**src/rtl/mpsoc_pkg.sv**
```systemverilog
// Shared AHB3-Lite encodings and initiator FSM/boundary definitions.
package mpsoc_pkg;
   localparam logic [1:0] HTRANS_IDLE   = 2'b00;
   localparam logic [1:0] HTRANS_BUSY   = 2'b01;
   localparam logic [1:0] HTRANS_NONSEQ = 2'b10;
   localparam logic [1:0] HTRANS_SEQ    = 2'b11;

   localparam logic [2:0] HBURST_SINGLE = 3'b000;
   localparam logic [2:0] HBURST_INCR   = 3'b001;

   localparam logic [2:0] HSIZE_B8  = 3'b000;
   localparam logic [2:0] HSIZE_B16 = 3'b001;
   localparam logic [2:0] HSIZE_B32 = 3'b010;
   localparam logic [2:0] HSIZE_B64 = 3'b011;

   localparam logic HRESP_OKAY  = 1'b0;
   localparam logic HRESP_ERROR = 1'b1;

   // Bursts may not cross a 1 KB address boundary without a fresh NONSEQ.
   localparam int BOUNDARY_1K_LOG2 = 10;

   typedef enum logic [1:0] {IDLE, ADDR, DATA_LAST, ERR2} fsm_state_t;
endpackage

```
**src/rtl/mpsoc_ahb3_addr_gen.sv**
```systemverilog
// Next beat address for an incrementing burst, plus 1 KB crossing flag.
module mpsoc_ahb3_addr_gen
   import mpsoc_pkg::*;
#(
   parameter int HADDR_SIZE = 64
)
(
   input  logic [HADDR_SIZE-1:0] addr,
   input  logic [2:0]            size,
   output logic [HADDR_SIZE-1:0] next_addr,
   output logic                  cross_1k
);
   logic [HADDR_SIZE-1:0] incr;

   assign incr      = {{(HADDR_SIZE-1){1'b0}}, 1'b1} << size;
   assign next_addr = addr + incr;
   assign cross_1k  = next_addr[HADDR_SIZE-1:BOUNDARY_1K_LOG2] != addr[HADDR_SIZE-1:BOUNDARY_1K_LOG2];
endmodule

```
**src/rtl/mpsoc_ahb3_initiator.sv**
```systemverilog
// AHB3-Lite burst initiator: request/write-data streams in, pipelined AHB
// address/data phases out, one response per read beat or per write burst.
module mpsoc_ahb3_initiator
   import mpsoc_pkg::*;
#(
   parameter int HADDR_SIZE = 64,
   parameter int HDATA_SIZE = 32
)
(
   input  logic                  HCLK,
   input  logic                  HRESET,
   input  logic                  req_valid,
   output logic                  req_ready,
   input  logic [HADDR_SIZE-1:0] req_addr,
   input  logic                  req_write,
   input  logic [2:0]            req_size,
   input  logic [3:0]            req_len,
   input  logic [3:0]            req_prot,
   input  logic                  wd_valid,
   output logic                  wd_ready,
   input  logic [HDATA_SIZE-1:0] wd_data,
   output logic                  rsp_valid,
   output logic [HDATA_SIZE-1:0] rsp_data,
   output logic                  rsp_err,
   output logic                  rsp_last,
   output logic [HADDR_SIZE-1:0] HADDR,
   output logic [HDATA_SIZE-1:0] HWDATA,
   output logic                  HWRITE,
   output logic [2:0]            HSIZE,
   output logic [2:0]            HBURST,
   output logic [3:0]            HPROT,
   output logic [1:0]            HTRANS,
   output logic                  HMASTLOCK,
   input  logic [HDATA_SIZE-1:0] HRDATA,
   input  logic                  HREADY,
   input  logic                  HRESP
);
   fsm_state_t            state;
   logic [1:0]            htrans_r;   // type the pending beat carries when issued
   logic                  first;
   logic [4:0]            beats_left; // address phases (and write words) still owed
   logic                  dph, dph_last;
   logic [HADDR_SIZE-1:0] next_addr;
   logic                  cross_1k;
   logic                  addr_acc, dph_done, err_first, drained;

   mpsoc_ahb3_addr_gen #(.HADDR_SIZE(HADDR_SIZE)) u_addr_gen (
      .addr      (HADDR),
      .size      (HSIZE),
      .next_addr (next_addr),
      .cross_1k  (cross_1k)
   );

   assign HMASTLOCK = 1'b0;
   assign addr_acc  = (state == ADDR) && (!HWRITE || wd_valid) && HREADY;
   assign dph_done  = dph && HREADY;
   assign err_first = dph && !HREADY && (HRESP == HRESP_ERROR);
   assign drained   = !HWRITE || (beats_left == 5'd0) || ((beats_left == 5'd1) && wd_valid);
   assign wd_ready  = HWRITE && (((state == ADDR) && HREADY) ||
                                 ((state == ERR2) && (beats_left != 5'd0)));

   // A write beat without data is held back: IDLE before the first beat, BUSY after.
   always_comb begin
      HTRANS = HTRANS_IDLE;
      if (state == ADDR) begin
         if (HWRITE && !wd_valid) HTRANS = first ? HTRANS_IDLE : HTRANS_BUSY;
         else                     HTRANS = htrans_r;
      end
   end

   always_ff @(posedge HCLK or posedge HRESET) begin
      if (HRESET) begin
         state      <= IDLE;
         req_ready  <= 1'b0;
         HADDR      <= '0;
         HWDATA     <= '0;
         HWRITE     <= 1'b0;
         HSIZE      <= HSIZE_B8;
         HBURST     <= HBURST_SINGLE;
         HPROT      <= '0;
         htrans_r   <= HTRANS_IDLE;
         first      <= 1'b0;
         beats_left <= '0;
         dph        <= 1'b0;
         dph_last   <= 1'b0;
         rsp_valid  <= 1'b0;
         rsp_data   <= '0;
         rsp_err    <= 1'b0;
         rsp_last   <= 1'b0;
      end else begin
         rsp_valid <= 1'b0;
         rsp_err   <= 1'b0;
         rsp_last  <= 1'b0;

         if (addr_acc) begin
            dph      <= 1'b1;
            dph_last <= (beats_left == 5'd1);
         end else if (dph_done) begin
            dph <= 1'b0;
         end

         if (dph_done && (state != ERR2)) begin
            if (!HWRITE) begin
               rsp_valid <= 1'b1;
               rsp_data  <= HRDATA;
               rsp_last  <= dph_last;
            end else if (dph_last) begin
               rsp_valid <= 1'b1;
               rsp_last  <= 1'b1;
            end
         end

         case (state)
            IDLE: begin
               req_ready <= !(req_valid && req_ready);
               if (req_valid && req_ready) begin
                  HADDR      <= req_addr;
                  HWRITE     <= req_write;
                  HSIZE      <= req_size;
                  HPROT      <= req_prot;
                  HBURST     <= (req_len == 4'd0) ? HBURST_SINGLE : HBURST_INCR;
                  beats_left <= {1'b0, req_len} + 5'd1;
                  htrans_r   <= HTRANS_NONSEQ;
                  first      <= 1'b1;
                  state      <= ADDR;
               end
            end
            ADDR: begin
               if (err_first) begin
                  state <= ERR2;
               end else if (addr_acc) begin
                  HADDR      <= next_addr;
                  htrans_r   <= cross_1k ? HTRANS_NONSEQ : HTRANS_SEQ;
                  first      <= 1'b0;
                  beats_left <= beats_left - 5'd1;
                  if (HWRITE) HWDATA <= wd_data;
                  if (beats_left == 5'd1) state <= DATA_LAST;
               end
            end
            DATA_LAST: begin
               if (err_first) begin
                  state <= ERR2;
               end else if (dph_done) begin
                  state     <= IDLE;
                  req_ready <= 1'b1;
               end
            end
            ERR2: begin
               // Second error cycle ends the burst; leftover write words are discarded.
               if (wd_ready && wd_valid) beats_left <= beats_left - 5'd1;
               if (dph_done) begin
                  rsp_valid <= 1'b1;
                  rsp_err   <= 1'b1;
                  rsp_last  <= 1'b1;
               end
               if ((!dph || HREADY) && drained) begin
                  state     <= IDLE;
                  req_ready <= 1'b1;
               end
            end
            default: state <= IDLE;
         endcase
      end
   end
endmodule

```
**config.mk**
```make
export PLATFORM = sky130hd
export DESIGN_NAME = mpsoc_ahb3_initiator
export DESIGN_NICKNAME = d
export VERILOG_FILES = /design/src/rtl/mpsoc_pkg.sv /design/src/rtl/mpsoc_ahb3_addr_gen.sv /design/src/rtl/mpsoc_ahb3_initiator.sv
export SDC_FILE = /design/constraint.sdc
export NUM_CORES = 1
export LEC_CHECK = 0
export BUFFER_PORTS_ARGS = -buffer_cell sky130_fd_sc_hd__clkbuf_2
export CAP_MARGIN = 20
export CELL_PAD_IN_SITES_DETAIL_PLACEMENT = 1
export CELL_PAD_IN_SITES_GLOBAL_PLACEMENT = 2
export CORE_ASPECT_RATIO = 1.1
export CORE_MARGIN = 5
export CORE_UTILIZATION = 32
export CTS_BUF_LIST = sky130_fd_sc_hd__clkbuf_4 sky130_fd_sc_hd__clkbuf_8 sky130_fd_sc_hd__clkbuf_16
export CTS_CLUSTER_DIAMETER = 120
export DETAILED_ROUTE_END_ITERATION = 12
export PLACE_DENSITY_LB_ADDON = 0.1
export SLEW_MARGIN = 20
export SYNTH_ARGS = -nofsm -noshare
export SYNTH_HDL_FRONTEND = slang
export SYNTH_SLANG_ARGS = --single-unit
```
**constraint.sdc**
```tcl
create_clock -name HCLK -period 14.6 [get_ports HCLK]
set_input_delay 1.46 -clock HCLK [delete_from_list [all_inputs] [get_ports HCLK]]
set_output_delay 1.46 -clock HCLK [all_outputs]
set_load 0.05 [all_outputs]
```
After elaboration in Yosys (flattened, before gate mapping)
Index checks and enable logic that the tools add are counted.

Bits in registers: 155. Word-level logic and storage cells: 125. Output and inout port bits: 147. Input bits: 146.

Eq/ne operators: 16. Bitwise gates (word level): 2. Shifts and indexed selects: 1. Reductions and logical operators: 39. Add/subtract/negate cells: 3. Muxes and demuxes: 47.

Operators by type and width (count): 64-bit two-way mux (3); 64-bit one-hot mux with 2 select lines (1); 64-bit adder (1); 1-bit by 3-bit left shift with 64-bit output, first input constant (1); 54-bit != test (1); 2-bit two-way mux (12); 1-bit two-way mux (22); 5-bit two-way mux (4); 5-bit one-hot mux with 3 select lines (1); 1-bit logical AND (14); 2-bit != test, second input constant (6); 4-bit AND reduction (3); 5-bit AND reduction (2); 2-bit one-hot mux with 4 select lines (1); 3-bit != test, second input constant (2); 3-bit nonzero test (2); 4-bit by 1-bit adder with 5-bit output, second input constant (1); 5-bit by 1-bit equality test with 1-bit output, second input constant (1); 1-bit zero test (5); 5-bit zero test (1); 1-bit logical OR (5); 5-bit nonzero test (1); 5-bit by 1-bit subtractor with 5-bit output, second input constant (1); 2-bit equality test, second input constant (2); other kinds (11) (15).

Depth between registers and ports, before layout
Depth in word-level cells: 7. Depth in mapped cells: 12.

By module
Synthesis repeated with hierarchy kept, for this count alone.

Cells, all modules: 789. Area total of the unflattened synthesis: 8343.0 um2.

Modules (own cells, without submodules): mpsoc_ahb3_initiator (cells an instance 544, area an instance 6671.4 um2, times used 1); mpsoc_ahb3_addr_gen (cells an instance 245, area an instance 1671.6 um2, times used 1).

Least setup slack after synthesis
Ideal clock, no wire load.

Path kind: input to output. From: input HREADY. To: output wd_ready. Setup slack: 10.223 ns. Arrival time: 2.917 ns. Stages on the path: 3. Required time: 13.140 ns. Path buffers: 1. Path through: clkbuf_1 > nor2_1 > a311oi_1.

Cells in the longest elaborated chain, start to end: 3.

Ends and longest elaborated chain: start: declaration (RTL line mpsoc_ahb3_initiator.sv:35) `input logic HREADY,`; 1-bit logical AND (RTL line mpsoc_ahb3_initiator.sv:59) `assign wd_ready = HWRITE && (((state == ADDR) && HREADY) ||`; 1-bit logical OR (RTL line mpsoc_ahb3_initiator.sv:59); 1-bit logical AND (RTL line mpsoc_ahb3_initiator.sv:59); end: declaration (RTL line mpsoc_ahb3_initiator.sv:20) `output logic wd_ready,`.

Every way passes these cells.

Worst setup path in the final report
From: input wd_valid. To: output HTRANS[0].

Cells in the longest elaborated chain, start to end: 4.

Ends and longest elaborated chain: start: declaration (RTL line mpsoc_ahb3_initiator.sv:19) `input logic wd_valid,`; 1-bit zero test (RTL line mpsoc_ahb3_initiator.sv:66) `if (HWRITE && !wd_valid) HTRANS = first ? HTRANS_IDLE : HTRANS_BUSY;`; 1-bit logical AND (RTL line mpsoc_ahb3_initiator.sv:66); 2-bit two-way mux (RTL line mpsoc_ahb3_initiator.sv:66); 2-bit two-way mux (RTL line mpsoc_ahb3_initiator.sv:65) `if (state == ADDR) begin`; end: declaration (RTL line mpsoc_ahb3_initiator.sv:32) `output logic [1:0] HTRANS,`.

Every way passes these cells.

==> results.cfg <==
[clocking]
clockRootBuffer = clkbuf_16
htreeDepth = 4
clkLatencyLatePin_ps = 430
cts_buffers = 17
clk_path_buf_depth = 2
cts_resized = 0
clkSinkCount = 153
post-cts-setup-buffers = 0
postCtsHoldBufs = 0
cts_tree = done
path_clk_slew_ps = 70

[timing]
whs_ps = 467.2
finalSetupTns_ps = 0
hold_violations = 0
slew_headroom = 0.3429
fin_skew_ps = 16.72
fin_crit_sh = 0.2762
slew_viol_final = 0
setup-violations-final = 0
max_freq_mhz = 248.0
min_period_ps = 4033
worstMarginPinSlew_ps = 985.6
rsz0062_at_grt = no

[synthesis]
synth_xor_area_frac = 0.008420
synthFlopType = dfrtp_1
syn_avg_cell_area_um2 = 9.688
synthMuxAreaShare = 0.09036
netlist_area_um2 = 8322
synthDistinctLibCells = 80
ys_seq_elements = 153
yosysSeqAreaShare = 0.4601
synth_top_family_by_area = simple AND/OR/NAND/NOR gates
synth-compound-area-share = 0.1615
synthSimpleGateAreaFrac = 0.2248
synth_fa_ha_area_frac = 0.02195
yosysWarnings = 0
ys_async_sr_fraction = 1.000
synth_cells = 859
synth_edf_count = 0

[finish]
antenna_cells = 0
drive_gt1_frac = 0.3732
nets = 1283
area_growth_pct = 28.25
finalInstanceArea_um2 = 10670
fillers = 3128

[drt]
wl_met1_um = 14030
first_pass_iters = 5
drc = 0
ant_nets = 0
num_vias = 7985
drt-wirelength-per-cell_um = 21.38
vias_per_cell = 5.366
dr_wl_met3_um = 1490
totalWireLength_um = 31810
maxUsedRoutingLayer = met4
drt_iter0_markers = 475
dr_wl_met2_um = 15790

[placement]
dpl.hpwl_um = 22760
place_congestion = 0.7914
portBuffers = 289
dpl_cell_area_um2 = 10090

[power_and_ir_drop]
switching_share = 0.5572
comb_power_share = 0.565
power_mw = 3.039
cellPowerDensity_nw_per_um2 = 284.7
internal_power_mw = 1.345
switchingPower_mw = 1.693
pwr-share-clk = 0.149
power_frac_seq = 0.285
ir_drop_uv = 109.0
p_leak_nw = 4.952

[worst_setup_path]
r2r_start = state[0]
path_class = in -> out
cp_max_fo = 7
cp-start-kind = input pin
cp_slowest_stage_delay_ps = 360
cp_slowest_cell = nand2b_1
crit_start = wd_valid
critPathRequiredTime_ps = 13140
path_cells = clkbuf_2 -> nand2b_1 -> nor2_1 -> a21oi_1 -> nor2_1 -> clkbuf_2
end_kind = output pin
critical_path_arrival_ps = 2570

[die]
num_io_pins = 293
core_um2 = 25910
initial_core_util = 0.3212
std_cell_rows = 62
dieArea_um2 = 29330
die_h_um = 179.1
die_x_um = 163.8

[worst_hold_path]
holdCritStartpoint = htrans_r[1]
hold_path_class = reg -> reg

[grt]
grt_pass1_wl_um = 48480
gr-total-overflow = 0
antenna_found_initial = 0
grt_max_degree = 102
grt_pass1_vias = 8200
gr-usage-all-layers = 0.2123

[outcome]
status = completed

[run]
max_cap_viol_count = 0
-- path summary, 6_finish.rpt --
check,cells after the start,to,slack (ps)
worst max register to register,9,beats_left[4],10880
max in group asynchronous,3,dph_last,12050
worst min-delay path,1,htrans_r[1],470
worst min register to register,1,htrans_r[1],470
min in group asynchronous,2,HWDATA[17],1240
worst max-delay path,6,HTRANS[0],10570
-- per-layer routing --
metal / track usage / up-vias
met5: 0 / -
met4: 0.05243 / 0
met3: 0.04116 / 29
met2: 0.3658 / 196
met1: 0.2747 / 4023
li1: - / 3737
-- synthesized netlist by cell type (4+ instances only) --
library cell	count	area, um2
nor2_1	62	232.7
nor4_1	19	118.9
nand2_1	95	356.6
dfrtp_1	153	3829
clkbuf_1	37	138.9
and3_1	20	125.1
a311oi_1	12	105.1
o22ai_1	12	75.07
inv_1	11	41.29
buf_2	5	25.02
buf_1	10	37.54
a21oi_1	45	225.2
a31oi_1	12	75.07
ha_1	13	162.7
or3_1	14	87.58
a2bb2oi_1	4	35.03
o221a_2	5	56.30
o211ai_1	7	52.55
nor3_1	31	155.2
nand3_1	46	230.2
o22a_1	9	78.83
xnor2_1	4	35.03
a22oi_1	4	30.03
and4_1	5	43.79
o311ai_0	4	35.03
o21ai_0	28	140.1
nand2b_1	6	37.54
and2_1	8	50.05
nand4_1	16	100.1
a211oi_1	6	45.04
a21o_1	6	45.04
xor2_1	4	35.03
nor3b_1	4	30.03
o21a_1	6	45.04
mux2_2	65	732.0
-- state kept, by name (all words and copies together), names as in the netlist --
signal / count
HADDR: 64
HBURST: 1
HPROT: 4
HSIZE: 3
HWDATA: 32
HWRITE: 1
beats_left: 5
dph: 1
dph_last: 1
first: 1
htrans_r: 2
req_ready: 1
rsp_data: 32
rsp_err: 1
rsp_last: 1
rsp_valid: 1
state: 2
-- cell type report --
type | instances | area, um2 | area share
Clock buffer | 17 | 425.4 | 0.03986
Clock inverter | 15 | 155.1 | 0.01454
Inverter | 11 | 46.29 | 0.004338
Multi-Input combinational cell | 641 | 4255 | 0.3987
Sequential cell | 153 | 3829 | 0.3587
Tap cell | 352 | 440.4 | 0.04127
Timing Repair Buffer | 299 | 1521 | 0.1426
-- stage by stage --
stage | util | cells | setup slack [ps]
2_1_floorplan | - | 861 | 9019
3_3_place_gp | 0.3895 | 1456 | 10570
3_5_place_dp | 0.3895 | 1456 | 10510
4_1_cts | 0.4119 | 1488 | 10570
5_1_grt | 0.4119 | 1488 | 10480
6_report | 0.4119 | 1488 | 10570
-- cells by family after synthesis --
family | Yosys count
multiplexers | 67
flip-flops | 153
AO/OA/AOI/OAI | 193
other | 1
adder cells (fa/ha/maj) | 14
AND/OR/NAND/NOR | 356
XOR/XNOR | 8
buffers and inverters | 67
-- power groups by stage --
stage	Sequential (mW)	Combinational, mW	Clock (mW)
3_3_place_gp	0.870	1.71	0
2_1_floorplan	1.46	0.652	0
3_5_place_dp	0.876	1.73	0
5_1_grt	0.902	1.84	0.484
4_1_cts	0.868	1.74	0.467
6_report	0.867	1.72	0.454
-- cell usage in the layout (no fill, tap or decap), types with 9 or more instances in the layout --
master / instances
a21oi_1: 45
a311oi_1: 12
a31oi_1: 11
and3_1: 20
buf_4: 10
clkbuf_16: 17
clkbuf_2: 289
dfrtp_1: 153
ha_1: 13
inv_1: 10
mux2_2: 65
nand2_1: 95
nand3_1: 46
nand4_1: 16
nor2_1: 62
nor3_1: 31
nor4_1: 19
o21ai_0: 28
o22a_1: 9
o22ai_1: 12
or3_1: 14
-- critical path: cells and delay by family --
kind / cells / cell delay [ps]
AOI/OAI and AO/OA: 1 / 60
and+or+nand+nor: 3 / 660
buffers and inverters: 2 / 390
(Power assumes the default switching activity.)
